==> config.mk <==
export PLATFORM = sky130hd
export DESIGN_NAME = fpu_wb_regif_flat
export DESIGN_NICKNAME = d
export VERILOG_FILES = /design/src/rtl/fpu_wb_regif_pkg.sv /design/src/rtl/fpu_wb_regif_if.sv /design/src/rtl/fpu_wb_regif.sv /design/src/flat_wrapper.sv
export SDC_FILE = /design/constraint.sdc
export NUM_CORES = 1
export LEC_CHECK = 0
export ABC_AREA = 1
export ABC_CLOCK_PERIOD_IN_PS = 1500
export BUFFER_PORTS_ARGS = -buffer_cell sky130_fd_sc_hd__buf_2
export CAP_MARGIN = 10
export CORE_AREA = 2 2 193 100
export DETAILED_ROUTE_END_ITERATION = 12
export DIE_AREA = 0 0 195 102
export PLACE_DENSITY_LB_ADDON = 0.15
export SLEW_MARGIN = 15
export SYNTH_ARGS = -nofsm -noshare
export SYNTH_HDL_FRONTEND = slang
export SYNTH_SLANG_ARGS = --single-unit
==> constraint.sdc <==
create_clock -name clk -period 1.5 [get_ports clk]
set_input_delay 0.3 -clock clk [delete_from_list [all_inputs] [get_ports clk]]
set_output_delay 0.3 -clock clk [all_outputs]
set_load 0.02 [all_outputs]
==> src/rtl/fpu_wb_regif_pkg.sv <==
// Package for the FPU wishbone register interface.
// Holds the register offsets, STATUS bit positions, the GO bit index and the
// rounding-mode width, plus a byte-lane merge helper used by every rw register.
package fpu_regif_pkg;

  // Word-aligned byte offsets within the block.
  localparam logic [7:0] OffA      = 8'h00;
  localparam logic [7:0] OffB      = 8'h04;
  localparam logic [7:0] OffC      = 8'h08;
  localparam logic [7:0] OffResult = 8'h0C;
  localparam logic [7:0] OffFlags  = 8'h10;
  localparam logic [7:0] OffStatus = 8'h14;
  localparam logic [7:0] OffOp     = 8'h1C;
  localparam logic [7:0] OffRm     = 8'h24;

  // STATUS bit positions.
  localparam int unsigned StBusyBit = 0;
  localparam int unsigned StDoneBit = 1;
  localparam int unsigned StErrBit  = 2;
  localparam int unsigned StIeBit   = 8;

  // OP register launch bit and rounding-mode field width.
  localparam int unsigned GoBit = 13;
  localparam int unsigned RmW   = 3;

  // Replace only the byte lanes selected by sel.
  function automatic logic [31:0] merge_bytes(input logic [31:0] old_val,
                                              input logic [31:0] new_val,
                                              input logic [3:0]  sel);
    logic [31:0] res;
    res = old_val;
    for (int i = 0; i < 4; i++) begin
      if (sel[i]) res[i*8 +: 8] = new_val[i*8 +: 8];
    end
    return res;
  endfunction

endpackage

==> src/rtl/fpu_wb_regif_if.sv <==
// Wishbone classic slave bus bundle for the FPU register interface.
// Signals keep the Caravel user-project names (direction seen from the slave).
//   wbs_cyc_i, wbs_stb_i, wbs_we_i : cycle, strobe, write enable
//   wbs_sel_i [3:0]                : byte lane select
//   wbs_adr_i [31:0]               : byte address
//   wbs_dat_i [31:0]               : write data
//   wbs_ack_o                      : acknowledge
//   wbs_dat_o [31:0]               : read data
interface fpu_wb_regif_if;
  logic        wbs_cyc_i;
  logic        wbs_stb_i;
  logic        wbs_we_i;
  logic [3:0]  wbs_sel_i;
  logic [31:0] wbs_adr_i;
  logic [31:0] wbs_dat_i;
  logic        wbs_ack_o;
  logic [31:0] wbs_dat_o;

  modport master (
    output wbs_cyc_i, wbs_stb_i, wbs_we_i, wbs_sel_i, wbs_adr_i, wbs_dat_i,
    input  wbs_ack_o, wbs_dat_o
  );

  modport slave (
    input  wbs_cyc_i, wbs_stb_i, wbs_we_i, wbs_sel_i, wbs_adr_i, wbs_dat_i,
    output wbs_ack_o, wbs_dat_o
  );
endinterface

==> src/rtl/fpu_wb_regif.sv <==
// Wishbone slave register file in front of the FPU core.
// Decodes bus writes into operand / rounding-mode / operation registers, fires a
// one-cycle valid_in launch on a GO write, captures result and flags on
// fpu_valid_out_i and exposes busy/done/err status for polling.
// Optional feature macro: FPU_IRQ_EN enables the ie bit, done write-1-to-clear
// and the registered irq_o = done & ie. Without it irq_o is held at 0.
// Ports:
//   clk, rst_l          clock, asynchronous active-low reset
//   wb                  wishbone slave bundle (fpu_wb_regif_if.slave)
//   a_o, b_o, c_o       FPU operands
//   round_mode_o        FPU rounding mode
//   op_in_o             FPU operation field
//   valid_in_o          one-cycle launch pulse
//   fpu_result_i        FPU result
//   fpu_flags_i         FPU exception flags
//   fpu_valid_out_i     FPU result valid, single cycle
//   irq_o               done interrupt
module fpu_wb_regif
  import fpu_regif_pkg::*;
#(
  parameter logic [31:0] BASE_ADDR = 32'h3000_0000,
  parameter int unsigned OP_W      = 13,
  parameter int unsigned FLAG_W    = 5
) (
  input  logic              clk,
  input  logic              rst_l,
  fpu_wb_regif_if.slave     wb,
  output logic [31:0]       a_o,
  output logic [31:0]       b_o,
  output logic [31:0]       c_o,
  output logic [RmW-1:0]    round_mode_o,
  output logic [OP_W-1:0]   op_in_o,
  output logic              valid_in_o,
  input  logic [31:0]       fpu_result_i,
  input  logic [FLAG_W-1:0] fpu_flags_i,
  input  logic              fpu_valid_out_i,
  output logic              irq_o
);

  logic [31:0]       a_q, a_d, b_q, b_d, c_q, c_d;
  logic [31:0]       res_q, res_d;
  logic [FLAG_W-1:0] flags_q, flags_d;
  logic [OP_W-1:0]   op_q, op_d;
  logic [RmW-1:0]    rm_q, rm_d;
  logic              busy_q, busy_d, done_q, done_d, err_q, err_d, ie_q, ie_d;
  logic              valid_q, valid_d, irq_q, irq_d;
  logic              ack_q;
  logic [31:0]       dat_q, rdata;

  logic       req, hit, wr, go, go_ok;
  logic [7:0] off;
  logic [31:0] status_w, op_merged, rm_merged;
  logic       unused_adr;

  // Word offset only; the two byte-address LSBs do not take part in decode.
  assign unused_adr = ^wb.wbs_adr_i[1:0];

  // One ack per request: the cycle after ack never re-triggers even if stb stays high.
  assign req = wb.wbs_cyc_i & wb.wbs_stb_i & ~ack_q;
  assign hit = (wb.wbs_adr_i[31:8] == BASE_ADDR[31:8]);
  assign off = {wb.wbs_adr_i[7:2], 2'b00};
  assign wr  = req & wb.wbs_we_i & hit;

  always_comb begin
    status_w            = '0;
    status_w[StBusyBit] = busy_q;
    status_w[StDoneBit] = done_q;
    status_w[StErrBit]  = err_q;
    status_w[StIeBit]   = ie_q;
  end

  // Read mux; OP is write-only and unmapped offsets read 0.
  always_comb begin
    rdata = '0;
    if (hit) begin
      case (off)
        OffA:      rdata = a_q;
        OffB:      rdata = b_q;
        OffC:      rdata = c_q;
        OffResult: rdata = res_q;
        OffFlags:  rdata = 32'(flags_q);
        OffStatus: rdata = status_w;
        OffRm:     rdata = 32'(rm_q);
        default:   rdata = '0;
      endcase
    end
  end

  assign op_merged = merge_bytes(32'(op_q), wb.wbs_dat_i, wb.wbs_sel_i);
  assign rm_merged = merge_bytes(32'(rm_q), wb.wbs_dat_i, wb.wbs_sel_i);

  assign go    = wr && (off == OffOp) && wb.wbs_sel_i[1] && wb.wbs_dat_i[GoBit];
  // A completing result frees the FPU in the same cycle, so a go is accepted then too.
  assign go_ok = go && (!busy_q || fpu_valid_out_i);

  always_comb begin
    a_d     = a_q;
    b_d     = b_q;
    c_d     = c_q;
    res_d   = res_q;
    flags_d = flags_q;
    op_d    = op_q;
    rm_d    = rm_q;
    busy_d  = busy_q;
    done_d  = done_q;
    err_d   = err_q;
    ie_d    = ie_q;
    valid_d = 1'b0;
    irq_d   = 1'b0;

    if (wr) begin
      case (off)
        OffA:  a_d  = merge_bytes(a_q, wb.wbs_dat_i, wb.wbs_sel_i);
        OffB:  b_d  = merge_bytes(b_q, wb.wbs_dat_i, wb.wbs_sel_i);
        OffC:  c_d  = merge_bytes(c_q, wb.wbs_dat_i, wb.wbs_sel_i);
        OffOp: op_d = op_merged[OP_W-1:0];
        OffRm: rm_d = rm_merged[RmW-1:0];
        OffStatus: begin
          if (wb.wbs_sel_i[0] && wb.wbs_dat_i[StErrBit]) err_d = 1'b0;
`ifdef FPU_IRQ_EN
          if (wb.wbs_sel_i[0] && wb.wbs_dat_i[StDoneBit]) done_d = 1'b0;
          if (wb.wbs_sel_i[1]) ie_d = wb.wbs_dat_i[StIeBit];
`endif
        end
        default: ;
      endcase
    end

    // Completion is applied before the launch so an accepted go wins on busy/done.
    if (fpu_valid_out_i) begin
      res_d   = fpu_result_i;
      flags_d = fpu_flags_i;
      busy_d  = 1'b0;
      done_d  = 1'b1;
    end

    if (go_ok) begin
      valid_d = 1'b1;
      busy_d  = 1'b1;
      done_d  = 1'b0;
    end else if (go) begin
      err_d = 1'b1;
    end

`ifdef FPU_IRQ_EN
    irq_d = done_d & ie_d;
`endif
  end

  always_ff @(posedge clk or negedge rst_l) begin
    if (!rst_l) begin
      a_q     <= '0;
      b_q     <= '0;
      c_q     <= '0;
      res_q   <= '0;
      flags_q <= '0;
      op_q    <= '0;
      rm_q    <= '0;
      busy_q  <= 1'b0;
      done_q  <= 1'b0;
      err_q   <= 1'b0;
      ie_q    <= 1'b0;
      valid_q <= 1'b0;
      irq_q   <= 1'b0;
      ack_q   <= 1'b0;
      dat_q   <= '0;
    end else begin
      a_q     <= a_d;
      b_q     <= b_d;
      c_q     <= c_d;
      res_q   <= res_d;
      flags_q <= flags_d;
      op_q    <= op_d;
      rm_q    <= rm_d;
      busy_q  <= busy_d;
      done_q  <= done_d;
      err_q   <= err_d;
      ie_q    <= ie_d;
      valid_q <= valid_d;
      irq_q   <= irq_d;
      ack_q   <= req;
      if (req) dat_q <= rdata;
    end
  end

  assign wb.wbs_ack_o = ack_q;
  assign wb.wbs_dat_o = dat_q;
  assign a_o          = a_q;
  assign b_o          = b_q;
  assign c_o          = c_q;
  assign round_mode_o = rm_q;
  assign op_in_o      = op_q;
  assign valid_in_o   = valid_q;
  assign irq_o        = irq_q;

endmodule

==> src/flat_wrapper.sv <==
// flat-port wrapper written by rule: the top's interface ports become plain ports
module fpu_wb_regif_flat import fpu_regif_pkg::*;
#(
  parameter logic [31:0] BASE_ADDR = 32'h3000_0000,
  parameter int unsigned OP_W      = 13,
  parameter int unsigned FLAG_W    = 5
)
  (clk, rst_l, a_o, b_o, c_o, round_mode_o, op_in_o, valid_in_o, fpu_result_i, fpu_flags_i, fpu_valid_out_i, irq_o, wb_wbs_cyc_i, wb_wbs_stb_i, wb_wbs_we_i, wb_wbs_sel_i, wb_wbs_adr_i, wb_wbs_dat_i, wb_wbs_ack_o, wb_wbs_dat_o);
  fpu_wb_regif_if wb_i ();
  input  logic clk;
  input  logic rst_l;
  output logic [31:0] a_o;
  output logic [31:0] b_o;
  output logic [31:0] c_o;
  output logic [RmW-1:0] round_mode_o;
  output logic [OP_W-1:0] op_in_o;
  output logic valid_in_o;
  input  logic [31:0] fpu_result_i;
  input  logic [FLAG_W-1:0] fpu_flags_i;
  input  logic fpu_valid_out_i;
  output logic irq_o;
  input wire logic [$bits(wb_i.wbs_cyc_i)-1:0] wb_wbs_cyc_i;
  input wire logic [$bits(wb_i.wbs_stb_i)-1:0] wb_wbs_stb_i;
  input wire logic [$bits(wb_i.wbs_we_i)-1:0] wb_wbs_we_i;
  input wire logic [$bits(wb_i.wbs_sel_i)-1:0] wb_wbs_sel_i;
  input wire logic [$bits(wb_i.wbs_adr_i)-1:0] wb_wbs_adr_i;
  input wire logic [$bits(wb_i.wbs_dat_i)-1:0] wb_wbs_dat_i;
  output wire logic [$bits(wb_i.wbs_ack_o)-1:0] wb_wbs_ack_o;
  output wire logic [$bits(wb_i.wbs_dat_o)-1:0] wb_wbs_dat_o;
  assign wb_i.wbs_cyc_i = wb_wbs_cyc_i;
  assign wb_i.wbs_stb_i = wb_wbs_stb_i;
  assign wb_i.wbs_we_i = wb_wbs_we_i;
  assign wb_i.wbs_sel_i = wb_wbs_sel_i;
  assign wb_i.wbs_adr_i = wb_wbs_adr_i;
  assign wb_i.wbs_dat_i = wb_wbs_dat_i;
  assign wb_wbs_ack_o = wb_i.wbs_ack_o;
  assign wb_wbs_dat_o = wb_i.wbs_dat_o;
  fpu_wb_regif #(.BASE_ADDR(BASE_ADDR), .OP_W(OP_W), .FLAG_W(FLAG_W)) u_core (.clk(clk), .rst_l(rst_l), .wb(wb_i), .a_o(a_o), .b_o(b_o), .c_o(c_o), .round_mode_o(round_mode_o), .op_in_o(op_in_o), .valid_in_o(valid_in_o), .fpu_result_i(fpu_result_i), .fpu_flags_i(fpu_flags_i), .fpu_valid_out_i(fpu_valid_out_i), .irq_o(irq_o));
endmodule
; ---- Word level (Yosys, flattened, before mapping)
; Cells that the tools add are included.
[op_classes]
bitwise_logic = 5
n_addsub = 0
mul = 0
muxes = 12
shifts = 0
reduce_logical = 24
n_div = 0
eq_ne = 8
order_cmp = 0
[ops]
columns = cell, count
row1 = 32-bit case mux with 7 select lines, 1
row2 = 3-bit AND reduction, 15
row3 = 32-bit 2-to-1 mux, 1
row4 = "24-bit by 22-bit == test with 1-bit output, second input constant", 1
row5 = "6-bit by 3-bit == test with 1-bit output, second input constant", 3
row6 = "6-bit by 2-bit == test with 1-bit output, second input constant", 2
row7 = 1-bit 2-to-1 mux, 10
row8 = 8-bit logical NOT, 1
row9 = "6-bit by 1-bit == test with 1-bit output, second input constant", 1
row10 = "6-bit by 4-bit == test with 1-bit output, second input constant", 1
row11 = 1-bit logical AND, 5
row12 = 1-bit bitwise AND, 4
row13 = 2-bit nonzero test, 1
row14 = 1-bit logical NOT, 1
row15 = 1-bit logical OR, 1
row16 = 1-bit inverter, 1
[totals]
mem_bits_ro = 0
latchBits = 0
input_bits = 111
ff_bits = 186
output_inout_bits = 147
memories = 0
wordCells = 72
ram_bits = 0

; ---- Logic depth before layout (Yosys ltp)
[depth]
depth_word = 9
ltp_mapped = 11
depth_no_buf = 10

; ---- Worst setup path before layout
; No wires, ideal clock.
[synth_timing]
path_type = register -> register
startpoint = register u_core.ack_q (netlist: u_core.wb.wbs_ack_o)
endpoint = register u_core.b_q[5] (netlist: u_core.b_o[5])
arrival_time_ns = 1.471
setup_time_ns = 0.121
stages_incl_launch_ff = 9
synth_period_minus_slack_ns = 1.592
setup_slack_ns = -0.092
path_buffers = 2
path_cell_list = dfrtp_1 > nor2_1 > nand2_2 > nor2_8 > buf_12 > nand2_4 > buf_6 > nand2_1 > o21ai_2
[synth_via]
elab_chain_len = 5
[synth_rtl]
columns = element, line
row1 = "start, declared", fpu_wb_regif.sv:47  ; logic ack_q;
row2 = "start signal, assigned", fpu_wb_regif.sv:181  ; ack_q <= req;
row3 = 1-bit inverter, fpu_wb_regif.sv:59  ; assign req = wb.wbs_cyc_i & wb.wbs_stb_i & ~ack_q;
row4 = 1-bit bitwise AND, fpu_wb_regif.sv:59
row5 = named net u_core.req, fpu_wb_regif.sv:50  ; logic req, hit, wr, go, go_ok;
row6 = 1-bit bitwise AND (2 in a row), fpu_wb_regif.sv:62  ; assign wr = req & wb.wbs_we_i & hit;
row7 = 3-bit AND reduction (no line), -
row8 = "end signal, assigned", fpu_wb_regif.sv:153  ; b_q <= '0;
row9 = "end signal, assigned", fpu_wb_regif.sv:169  ; b_q <= b_d;
row10 = "end, declared", fpu_wb_regif.sv:40  ; logic [31:0] a_q, a_d, b_q, b_d, c_q, c_d;
; The timed path passes the listed nets, and every way through them passes these cells.
; A chain may end at the register's enable or synchronous reset.

; ---- Final worst setup path
[layout_timing]
startpoint = register u_core.ack_q (netlist: u_core.wb.wbs_ack_o)
endpoint = register u_core.c_q[26] (netlist: u_core.c_o[26])
[layout_via]
elab_chain_len = 5
[layout_rtl]
columns = element, line
row1 = 1-bit inverter, fpu_wb_regif.sv:59
row2 = 1-bit bitwise AND, fpu_wb_regif.sv:59
row3 = named net u_core.req, fpu_wb_regif.sv:50
row4 = 1-bit bitwise AND (2 in a row), fpu_wb_regif.sv:62
row5 = 3-bit AND reduction (no line), -
row6 = "end signal, assigned", fpu_wb_regif.sv:154  ; c_q <= '0;
row7 = "end signal, assigned", fpu_wb_regif.sv:170  ; c_q <= c_d;
row8 = "end, declared", fpu_wb_regif.sv:40
; The timed path passes the listed nets, and every way through them passes these cells.

==> impl_metrics.py <==
metrics = {
    "setup_path": {
        "max_stage_delay_ns": 0.40,
        "cp-start-kind": "flop",
        "rr_worst_depth": 7,
        "worstPathCellList": "nor2_4 -> nand2_4 -> nor2_8 -> buf_12 -> nand2_2 -> nand2_1 -> o21ai_1",
        "r2r-end": "u_core.c_o[26]",
        "arrival_ns": 1.77,
        "crit_type": "flop to flop",
        "path_max_fanout": 16,
        "ff2ff_setup_slack_ns": 0.02,
        "cp_slowest_cell": "dfrtp_1",
        "worstPathRequired_ns": 1.80,
        "crit_path_end_kind": "flop",
        "worstReg2RegStart": "u_core.wb.wbs_ack_o",
    },
    "run_status": {
        "status": "complete, no violations",
    },
    "cts": {
        "clockBufferDepth": 2,
        "htree_levels": 4,
        "root_buffer": "clkbuf_16",
        "cts_buffers": 17,
        "cts_tree": "built",
        "cts_sinks": 186,
        "cts_setup_buffers": 0,
        "clock_latency_ns": 0.43,
        "path_clk_slew_ns": 0.07,
    },
    "placed_design": {
        "dp_slack_ns": -0.331,
        "dp.cells": 1496,
        "port_buffers": 254,
        "hpwl_um": 18500,
        "gp_congestion": 0.842,
    },
    "logic_synthesis": {
        "synth_seq_cells": 186,
        "syn-num-nets": 1106,
        "synth-simple-area-share_pct": 28.7,
        "async_flop_share_pct": 100,
        "netlist_area_um2": 8410,
        "synthAdderAreaFrac_pct": 0,
        "synth_ff_type": "dfrtp_1",
        "syn_inst": 995,
        "synth_top_family_by_area": "simple AND/OR/NAND/NOR gates",
        "synth_area_per_cell_um2": 8.45,
        "synth_cell_types": 29,
        "synth_warnings": 0,
        "synthMuxAreaShare_pct": 0,
        "synth_edf_count": 0,
        "synthXorXnorAreaFrac_pct": 0,
        "synth_compound_area_share_pct": 9.76,
        "seq_area_frac_synth_pct": 55.3,
    },
    "floorplanning": {
        "die_x_um": 195,
        "num_rows": 35,
        "io_pins": 258,
        "fp.dieH_um": 102,
        "core_um2": 18100,
        "die-area_um2": 19900,
        "start_util_pct": 46.4,
    },
    "timing": {
        "rsz0062_at_grt": "true",
        "period_needed_ns": 1.48,
        "hold_viol_final": 0,
        "setup-tns-final_ns": 0,
        "clock_skew_ns": 0.0100,
        "maxSlewViolCount": 0,
        "holdWs_ns": 0.0724,
        "max_freq_ghz": 0.678,
        "post-route-period-util_pct": 98.4,
        "setup_violations": 0,
        "setup_slack_ns": 0.0243,
    },
    "grt": {
        "grt_max_degree": 35,
        "grt_pass1_vias": 7389,
        "track_usage_pct": 25.7,
        "grt_remaining_overflow": 0,
        "antenna_found_initial": 0,
        "grt_pass1_wl_um": 39500,
    },
    "drt": {
        "postRouteWirelength_um": 25300,
        "drt-initial-drc-count": 514,
        "vias_per_cell": 4.98,
        "wire_per_inst_um": 16.5,
        "vias": 7615,
        "drcViolationCount": 0,
        "dr.pass1.iters": 4,
        "antenna_left": 0,
    },
    "finish": {
        "diodes": 0,
        "mostFrequentLayoutCells": "445 x nand2_1, 253 x buf_2, 186 x dfrtp_1, 64 x inv_1, 53 x o21ai_1",
        "final_common_cell": "nand2_1",
        "finalNetCount": 1387,
        "syn2layout_area_growth_pct": 30.4,
        "utilization_pct": 60.5,
        "final_cell_count_no_fill": 1529,
        "final_layout_size_suffix_gt1_share_pct": 33.2,
    },
    "min_path": {
        "hold_end": "u_core.res_q[31]",
        "hold_depth": 3,
        "hp-class": "input pin to flop",
        "hp-start": "fpu_result_i[31]",
    },
    "power_and_ir_drop": {
        "p_per_area_nw_per_um2": 941,
        "leakagePower_uw": 0.00624,
        "peakVddDrop_mv": 0.882,
    },
    "flow_run": {
        "drv_cap": 0,
    },
}
cell usage after synthesis, types with 2 or more instances:
master	instances	area [µm²]
o21ai_0	35	175
nor3_4	2	32.5
buf_6	8	90.1
o21ai_2	40	350
o21ai_1	52	260
dfrtp_1	186	4650
nand2_1	446	1670
nor2_1	43	161
nand4_1	33	206
nand3_2	2	20.0
buf_2	15	75.1
nor2_2	6	37.5
nor2_4	4	45.0
a22oi_1	2	15.0
nor2_8	2	40.0
inv_2	6	22.5
nand2_2	16	100
nand2_4	6	67.6
clkbuf_1	13	48.8
buf_4	2	15.0
nand3_1	5	25.0
inv_1	64	240
what timing repair did:
action / in CTS / in global routing
hold endpoints to repair: 26 / 0
resized for setup: 4 / 10
setup endpoints to repair: 9 / 65
hold buffers: 1 / 0
worst max-delay path, delay by kind of cell (launching register included):
kind                   cells  cell delay [ns]
flip-flops                 1             0.40
buffers and inverters      1             0.17
AO/OA/AOI/OAI              1             0.06
AND/OR/NAND/NOR            5             0.70
how the worst max path moves through the flow:
stage / from / to / slack, ns / cells after the start
final: u_core.wb.wbs_ack_o / u_core.c_o[26] / 0.02 / 7
after global routing: u_core.wb.wbs_ack_o / u_core.c_o[30] / -0.06 / 7
after CTS: u_core.wb.wbs_ack_o / u_core.c_o[18] / 0.003 / 7
after detailed placement: wb_wbs_adr_i[21] / u_core.c_o[11] / -0.33 / 10
after global placement: wb_wbs_adr_i[13] / u_core.c_o[9] / -0.28 / 10
after floorplan: wb_wbs_adr_i[21] / u_core.op_in_o[5] / -0.04 / 10
registers in the layout (all words and copies together) (netlist names):
signal               cells
u_core.busy_q            1
u_core.valid_in_o        1
u_core.wb.wbs_ack_o      1
u_core.op_in_o          13
u_core.a_o              32
u_core.wb.wbs_dat_o     32
u_core.err_q             1
u_core.b_o              32
u_core.flags_q           5
u_core.c_o              32
u_core.res_q            32
u_core.round_mode_o      3
u_core.done_q            1
area by class of cell:
type	count	area (µm²)
clock inverters	10	108
repair buffers	302	1810
fillers	1650	7160
well taps	240	300
clock buffers	22	484
multi-input cells	699	3340
flip-flops and latches	186	4650
inverters	70	263
per-stage QoR:
stage / power, µW / area (µm²)
after floorplan: 5480 / 8470
after global placement: 5890 / 10300
after detailed placement: 5910 / 10300
after CTS: 10400 / 10900
after global routing: 10700 / 11000
final: 10300 / 11000
kinds of logic after synthesis:
| kind of cell | count (synthesis) |
|---|---|
| simple gates | 566 |
| flops | 186 |
| compound gates | 132 |
| buf+inv | 110 |
| other cells | 1 |
power by group:
group          total [µW]  switching (µW)  leakage, µW  internal (µW)
Sequential           5150            44.2      0.00253           5100
Clock                4510            2010     0.000287           2500
Combinational         664             421      0.00342            243
Total               10300            2470      0.00624           7840
metal layers:
metal | up-vias | GRT usage (%) | share of wire (%)
li1 | 3694 | - | -
met1 | 3672 | 36.9 | 48
met2 | 236 | 41.2 | 45
met3 | 13 | 5.05 | 5.9
met4 | 0 | 5.52 | 0.74
met5 | - | 0 | 0
Note: power is estimated with default switching activity, not from simulation.
